===== config.mk =====
export PLATFORM = sky130hd
export DESIGN_NAME = forwarding_scoreboard
export DESIGN_NICKNAME = d
export VERILOG_FILES = /design/src/rtl/forwarding_scoreboard.sv
export SDC_FILE = /design/constraint.sdc
export NUM_CORES = 1
export LEC_CHECK = 0
export CELL_PAD_IN_SITES_DETAIL_PLACEMENT = 2
export CELL_PAD_IN_SITES_GLOBAL_PLACEMENT = 2
export CORE_MARGIN = 2
export CORE_UTILIZATION = 20
export CTS_BUF_LIST = sky130_fd_sc_hd__clkbuf_4 sky130_fd_sc_hd__clkbuf_8 sky130_fd_sc_hd__clkbuf_16
export CTS_CLUSTER_DIAMETER = 80
export CTS_CLUSTER_SIZE = 10
export DETAILED_ROUTE_END_ITERATION = 12
export PLACE_DENSITY = 0.8
export SYNTH_ARGS = -nofsm -noshare
export SYNTH_HDL_FRONTEND = slang
export SYNTH_SLANG_ARGS = --single-unit

===== constraint.sdc =====
create_clock -name clk -period 1.4 [get_ports clk]
set_input_delay 0.21 -clock clk [delete_from_list [all_inputs] [get_ports clk]]
set_output_delay 0.21 -clock clk [all_outputs]
set_load 0.03 [all_outputs]

===== src/rtl/forwarding_scoreboard.sv =====
// Tracks in-flight register writers and picks per-source forwarding stages; load-use stall and selects are zero-latency combinational.
// advance=0 holds all entries; optional load-use stall counter is enabled with FWD_SCOREBOARD_PERF_EN.
module forwarding_scoreboard #(
    parameter int  REG_W   = 3,
    parameter int  NUM_SRC = 2,
    parameter int  DEPTH   = 3,
    localparam int SEL_W   = $clog2(DEPTH + 1)
) (
    input  logic                       clk,
    input  logic                       rst,
    input  logic                       advance,
    input  logic                       flush,
    input  logic                       id_valid,
    input  logic                       id_regwrite,
    input  logic [REG_W-1:0]           id_dest,
    input  logic                       id_is_load,
    input  logic [NUM_SRC*REG_W-1:0]   src_num,
    input  logic [NUM_SRC-1:0]         src_en,
    output logic [NUM_SRC*SEL_W-1:0]   fwd_sel,
    output logic                       load_use_stall,
    output logic [15:0]                stall_count
);

    logic [DEPTH:1]            wr_valid_q, wr_valid_d;
    logic [DEPTH:1]            is_load_q,  is_load_d;
    logic [DEPTH:1][REG_W-1:0] dest_q,     dest_d;

    // Scan oldest to youngest so the youngest matching writer wins.
    always_comb begin
        fwd_sel        = '0;
        load_use_stall = 1'b0;
        for (int i = 0; i < NUM_SRC; i++) begin
            for (int k = DEPTH; k >= 1; k--) begin
                if (src_en[i] && wr_valid_q[k] && (dest_q[k] == src_num[i*REG_W +: REG_W]))
                    fwd_sel[i*SEL_W +: SEL_W] = SEL_W'(k);
            end
            if (src_en[i] && wr_valid_q[1] && is_load_q[1] &&
                (dest_q[1] == src_num[i*REG_W +: REG_W]))
                load_use_stall = 1'b1;
        end
    end

    always_comb begin
        wr_valid_d = wr_valid_q;
        is_load_d  = is_load_q;
        dest_d     = dest_q;
        if (advance) begin
            for (int k = 2; k <= DEPTH; k++) begin
                wr_valid_d[k] = wr_valid_q[k-1];
                is_load_d[k]  = is_load_q[k-1];
                dest_d[k]     = dest_q[k-1];
            end
            if (flush || load_use_stall) begin
                wr_valid_d[1] = 1'b0;
                is_load_d[1]  = 1'b0;
                dest_d[1]     = '0;
            end else begin
                wr_valid_d[1] = id_valid & id_regwrite;
                is_load_d[1]  = id_is_load;
                dest_d[1]     = id_dest;
            end
        end else if (flush) begin
            wr_valid_d[1] = 1'b0;
        end
    end

    always_ff @(posedge clk) begin
        if (rst) begin
            wr_valid_q <= '0;
            is_load_q  <= '0;
            dest_q     <= '0;
        end else begin
            wr_valid_q <= wr_valid_d;
            is_load_q  <= is_load_d;
            dest_q     <= dest_d;
        end
    end

`ifdef FWD_SCOREBOARD_PERF_EN
    logic [15:0] stall_count_q, stall_count_d;

    always_comb begin
        stall_count_d = stall_count_q;
        if (advance && load_use_stall && (stall_count_q != 16'hFFFF))
            stall_count_d = stall_count_q + 16'd1;
    end

    always_ff @(posedge clk) begin
        if (rst)
            stall_count_q <= 16'h0000;
        else
            stall_count_q <= stall_count_d;
    end

    assign stall_count = stall_count_q;
`else
    assign stall_count = 16'h0000;
`endif

endmodule


* Yosys cells after proc, flatten, opt, wreduce, memory -nomap -nowiden
Index checks and enable logic that the tools add are counted.
Storage, ports and cells: bits in registers 13, bits in latches 0, memory bits (writable) 0, bits in read-only memories 0, logic and storage cells 44, memories 0
Operators by class: add/subtract/negate cells 0, multipliers 0, divide/modulo/power cells 0, magnitude comparators 0, eq/ne operators 6, shifts and indexed selects 0, multiplexer cells 13, bitwise gates (word level) 1, reductions and logical operators 18
Operators by type and width (count):
- 3-bit equality test | 6
- 1-bit logical AND | 16
- 2-bit 2-to-1 mux | 6
- 1-bit 2-to-1 mux | 6
- 3-bit 2-to-1 mux | 1
- 2-bit nonzero test | 1
- 1-bit bitwise AND | 1
- 1-bit logical OR | 1

* Logic depth before layout (Yosys ltp)
depth after elaboration 8, depth in mapped cells 4

* Worst setup path before layout
OpenSTA, ideal clock, no wires.
path type register to output, start reg dest_q[3] (netlist name), end out fwd_sel[1], arrival 1.297 ns, required time 1.190 ns, path slack -0.107 ns, cell stages (with the launch flop) 5, path buffers 0, cells stage by stage dfxtp_1 -> xor2_1 -> nor4_1 -> a41oi_1 -> nor2_1
On the way: cells in the longest elaborated chain, start to end 4
Ends and longest elaborated chain:
- start, declared | RTL line 26 | logic [DEPTH:1][REG_W-1:0] dest_q, dest_d;
- start signal, assigned | RTL line 75 | dest_q <= dest_d;
- 3-bit equality test | RTL line 34 | if (src_en[i] && wr_valid_q[k] && (dest_q[k] == src_num[i*REG_W +: REG_W]))
- 1-bit logical AND | RTL line 34
- 2-bit 2-to-1 mux (2 in series) | RTL line 34
- end, declared | RTL line 19 | output logic [NUM_SRC*SEL_W-1:0] fwd_sel,
Every way passes these cells.

* Final worst setup path
start reg dest_q[1] (netlist name), end out fwd_sel[2]
On the way: cells in the longest elaborated chain, start to end 3
Ends and longest elaborated chain (RTL line):
- 3-bit equality test | 34
- 1-bit logical AND | 34
- 2-bit 2-to-1 mux | 34
Every way passes these cells.

==> impl_metrics.toml <==
[sta]
clock_skew_ns = 0.00552
fin_crit_ns = 1.78
period_share_pct = 127
hold_slack_ns = 0.549
slew_headroom_pct = 54.6
setup_viol = 10
finalWorstSetupSlack_ns = -0.383
worst_pin_slew_ns = 0.680
rsz0062_at_grt = "true"
hold_viol = 0
fmax_mhz = 561
slew_violations = 0

[power_and_ir_drop]
p_leak_nw = 0.604
irDropWorstVdd_mv = 0.247
p_per_area_mw_per_mm2 = 748
power_uw = 988

[global_routing]
grt-ovfl-total = 0
grt_pass1_wl_mm = 5.09
grt_max_degree = 11
gr-usage-all-layers_pct = 14.0
grt_pass1_vias = 907
antenna_found_initial = 0

[worst_setup_path]
cp_max_fo = 3
crit_slowest_cell = "dfxtp_2"
arrival_ns = 1.57
critPathMaxStageDelay_ns = 0.34
crit_path_end_kind = "output port"
path_class = "flop to output port"
cp-start-kind = "flop"
crit_path_cell_trace = "buf_6 -> xor2_2 -> nor4_4 -> buf_4 -> o21bai_1 -> buf_4"
crit_required_ns = 1.19
cp_common_cell = "buf_4"

[finish]
finalInstanceArea_mm2 = 0.00132
area_growth_pct = 54.4
seqCellArea_um2 = 264
layout.nets = 154
fill_cells = 453
multi_input_area_um2 = 602
diodes = 0
drive_gt1_share_pct = 32.6

[detailed_routing]
drtIter0Drc = 16
drc_errors = 0
dr.pass1.iters = 4
drt_wl_total_mm = 3.27
wl_per_cell_um = 17.7
final_antenna_net_count = 0
viasPerCell = 4.27
vias = 790

[clock_network]
cts_max_level = 1
cts_tree = "built"
cts.sinks = 13
cts-root-buf = "clkbuf_8"
clockBufferDepth = 2
cts_hold_buf = 0
worstSkewPairLatency_ns = 0.25
clkTransAtPathRegs_ns = 0.06
cts_inserted_buffers = 3

[placed_design]
placed_area_mm2 = 0.00117
gp_congestion = 0.733
io_buffers = 22
dp_hpwl_mm = 2.25

[yosys]
syn_inst = 94
ys_warn_count = 0
netlist_area_um2 = 856
synth_top_area_share_pct = 30.4
yosys.cell_types.count = 21
ys_ff_latch = 13
yosys.area.top_type = "dfxtp_1"
syn_avg_cell_area_um2 = 9.10
synth.area.top_cells = "dfxtp_1 30%, xor2_1 16%, buf_4 14%"
ys_seq_area_share_pct = 30.4

[floorplanning]
die_y_um = 69.4
fp-row-count = 23
ios = 39
initial_core_util_pct = 21.1
die-area_mm2 = 0.00482
dieWidth_um = 69.4
core_mm2 = 0.00406

[outcome]
status = "finished with violations"
violations = "negative setup slack"

[job]
maxCapViolCount = 0

[min_path]
hp-class = "flop to flop"
-- repair_timing --
item	CTS	global route
gates resized for setup	23	1
endpoints found under the setup margin	10	10
pin swaps	5	2
buffers inserted	3	0
-- report_power, final --
part	switching [mW]	total [mW]	internal, mW
Combinational	0.139	0.224	0.0843
Clock	0.153	0.374	0.221
Sequential	0.0115	0.390	0.379
Total	0.304	0.988	0.684
-- Yosys cell counts --
cell	n
inv_1	1
nand4_1	2
xnor2_1	2
nor3b_1	1
a32o_1	4
nor2_1	13
buf_4	16
o21ai_2	1
nor4_2	2
a41o_1	1
nor4b_1	1
a41oi_1	2
mux2i_1	8
buf_2	1
dfxtp_1	13
conb_1	1
nor4_1	2
clkbuf_1	1
o21bai_1	2
xor2_1	16
nand2_1	4
-- state kept, by name (all words and copies together), names as in the netlist --
| signal | flops |
|---|---|
| dest_q | 9 |
| is_load_q | 1 |
| wr_valid_q | 3 |
-- layout make-up --
cell class	count	share of cell area, %
Tap cell	50	4.73
Inverter	1	0.284
Clock buffer	4	3.69
Timing Repair Buffer	40	25.8
Sequential cell	13	20.0
Multi-Input combinational cell	77	45.5
-- stage by stage --
stage                     cells  setup WS (ns)  utilization [%]  setup TNS, ns
final                       185         -0.383             32.6          -2.58
after global routing        185         -0.447             32.6          -3.13
after CTS                   185         -0.328             32.5          -2.25
after detailed placement    178         -0.598             28.9          -5.60
after global placement      178         -0.541             28.9          -4.94
after floorplan             109        -0.0438                -         -0.107
-- cells by family after synthesis --
group,after synthesis,share of synthesized area [%]
mux,8,9.36
compound gates,10,10.7
buf+inv,19,15.5
other cells,1,0.438
flops,13,30.4
xor+xnor,18,18.4
simple gates,25,15.2
-- path summary, 6_finish.rpt --
kind | from | to | slack, ns | cells after the start
hold / removal | is_load_q[1] | is_load_q[1] | 0.55 | 1
hold reg to reg | is_load_q[1] | is_load_q[1] | 0.55 | 1
setup reg to reg | dest_q[1] | dest_q[1] | -0.21 | 7
setup / recovery | dest_q[1] | fwd_sel[2] | -0.38 | 6
-- per-layer routing --
metal,global-route usage (%),part of all wire [%]
met2,28.5,60
met1,13.7,36
met3,2.91,3.3
met4,4.58,1.3
met5,0,0
-- critical path: cells and delay by family, from the launching register on --
family / cells / cell delay (ns)
buf+inv: 3 / 0.50
flops: 1 / 0.34
xor+xnor: 1 / 0.18
simple gates: 1 / 0.18
compound gates: 1 / 0.12
-- cells in the final DEF, fill, tap and decap left out, types with 2 or more instances in the layout --
master / n
a32o_1: 4
buf_4: 21
buf_6: 2
clkbuf_8: 3
clkdlybuf4s50_1: 9
conb_1: 16
dfxtp_1: 10
dfxtp_2: 3
dlygate4sd2_1: 8
mux2i_1: 8
nand2_1: 4
nand4_1: 2
nor2_1: 10
nor2_2: 3
nor4_2: 2
nor4_4: 2
o21bai_1: 2
xnor2_1: 2
xor2_1: 12
xor2_2: 4
(Power assumes the default switching activity.)
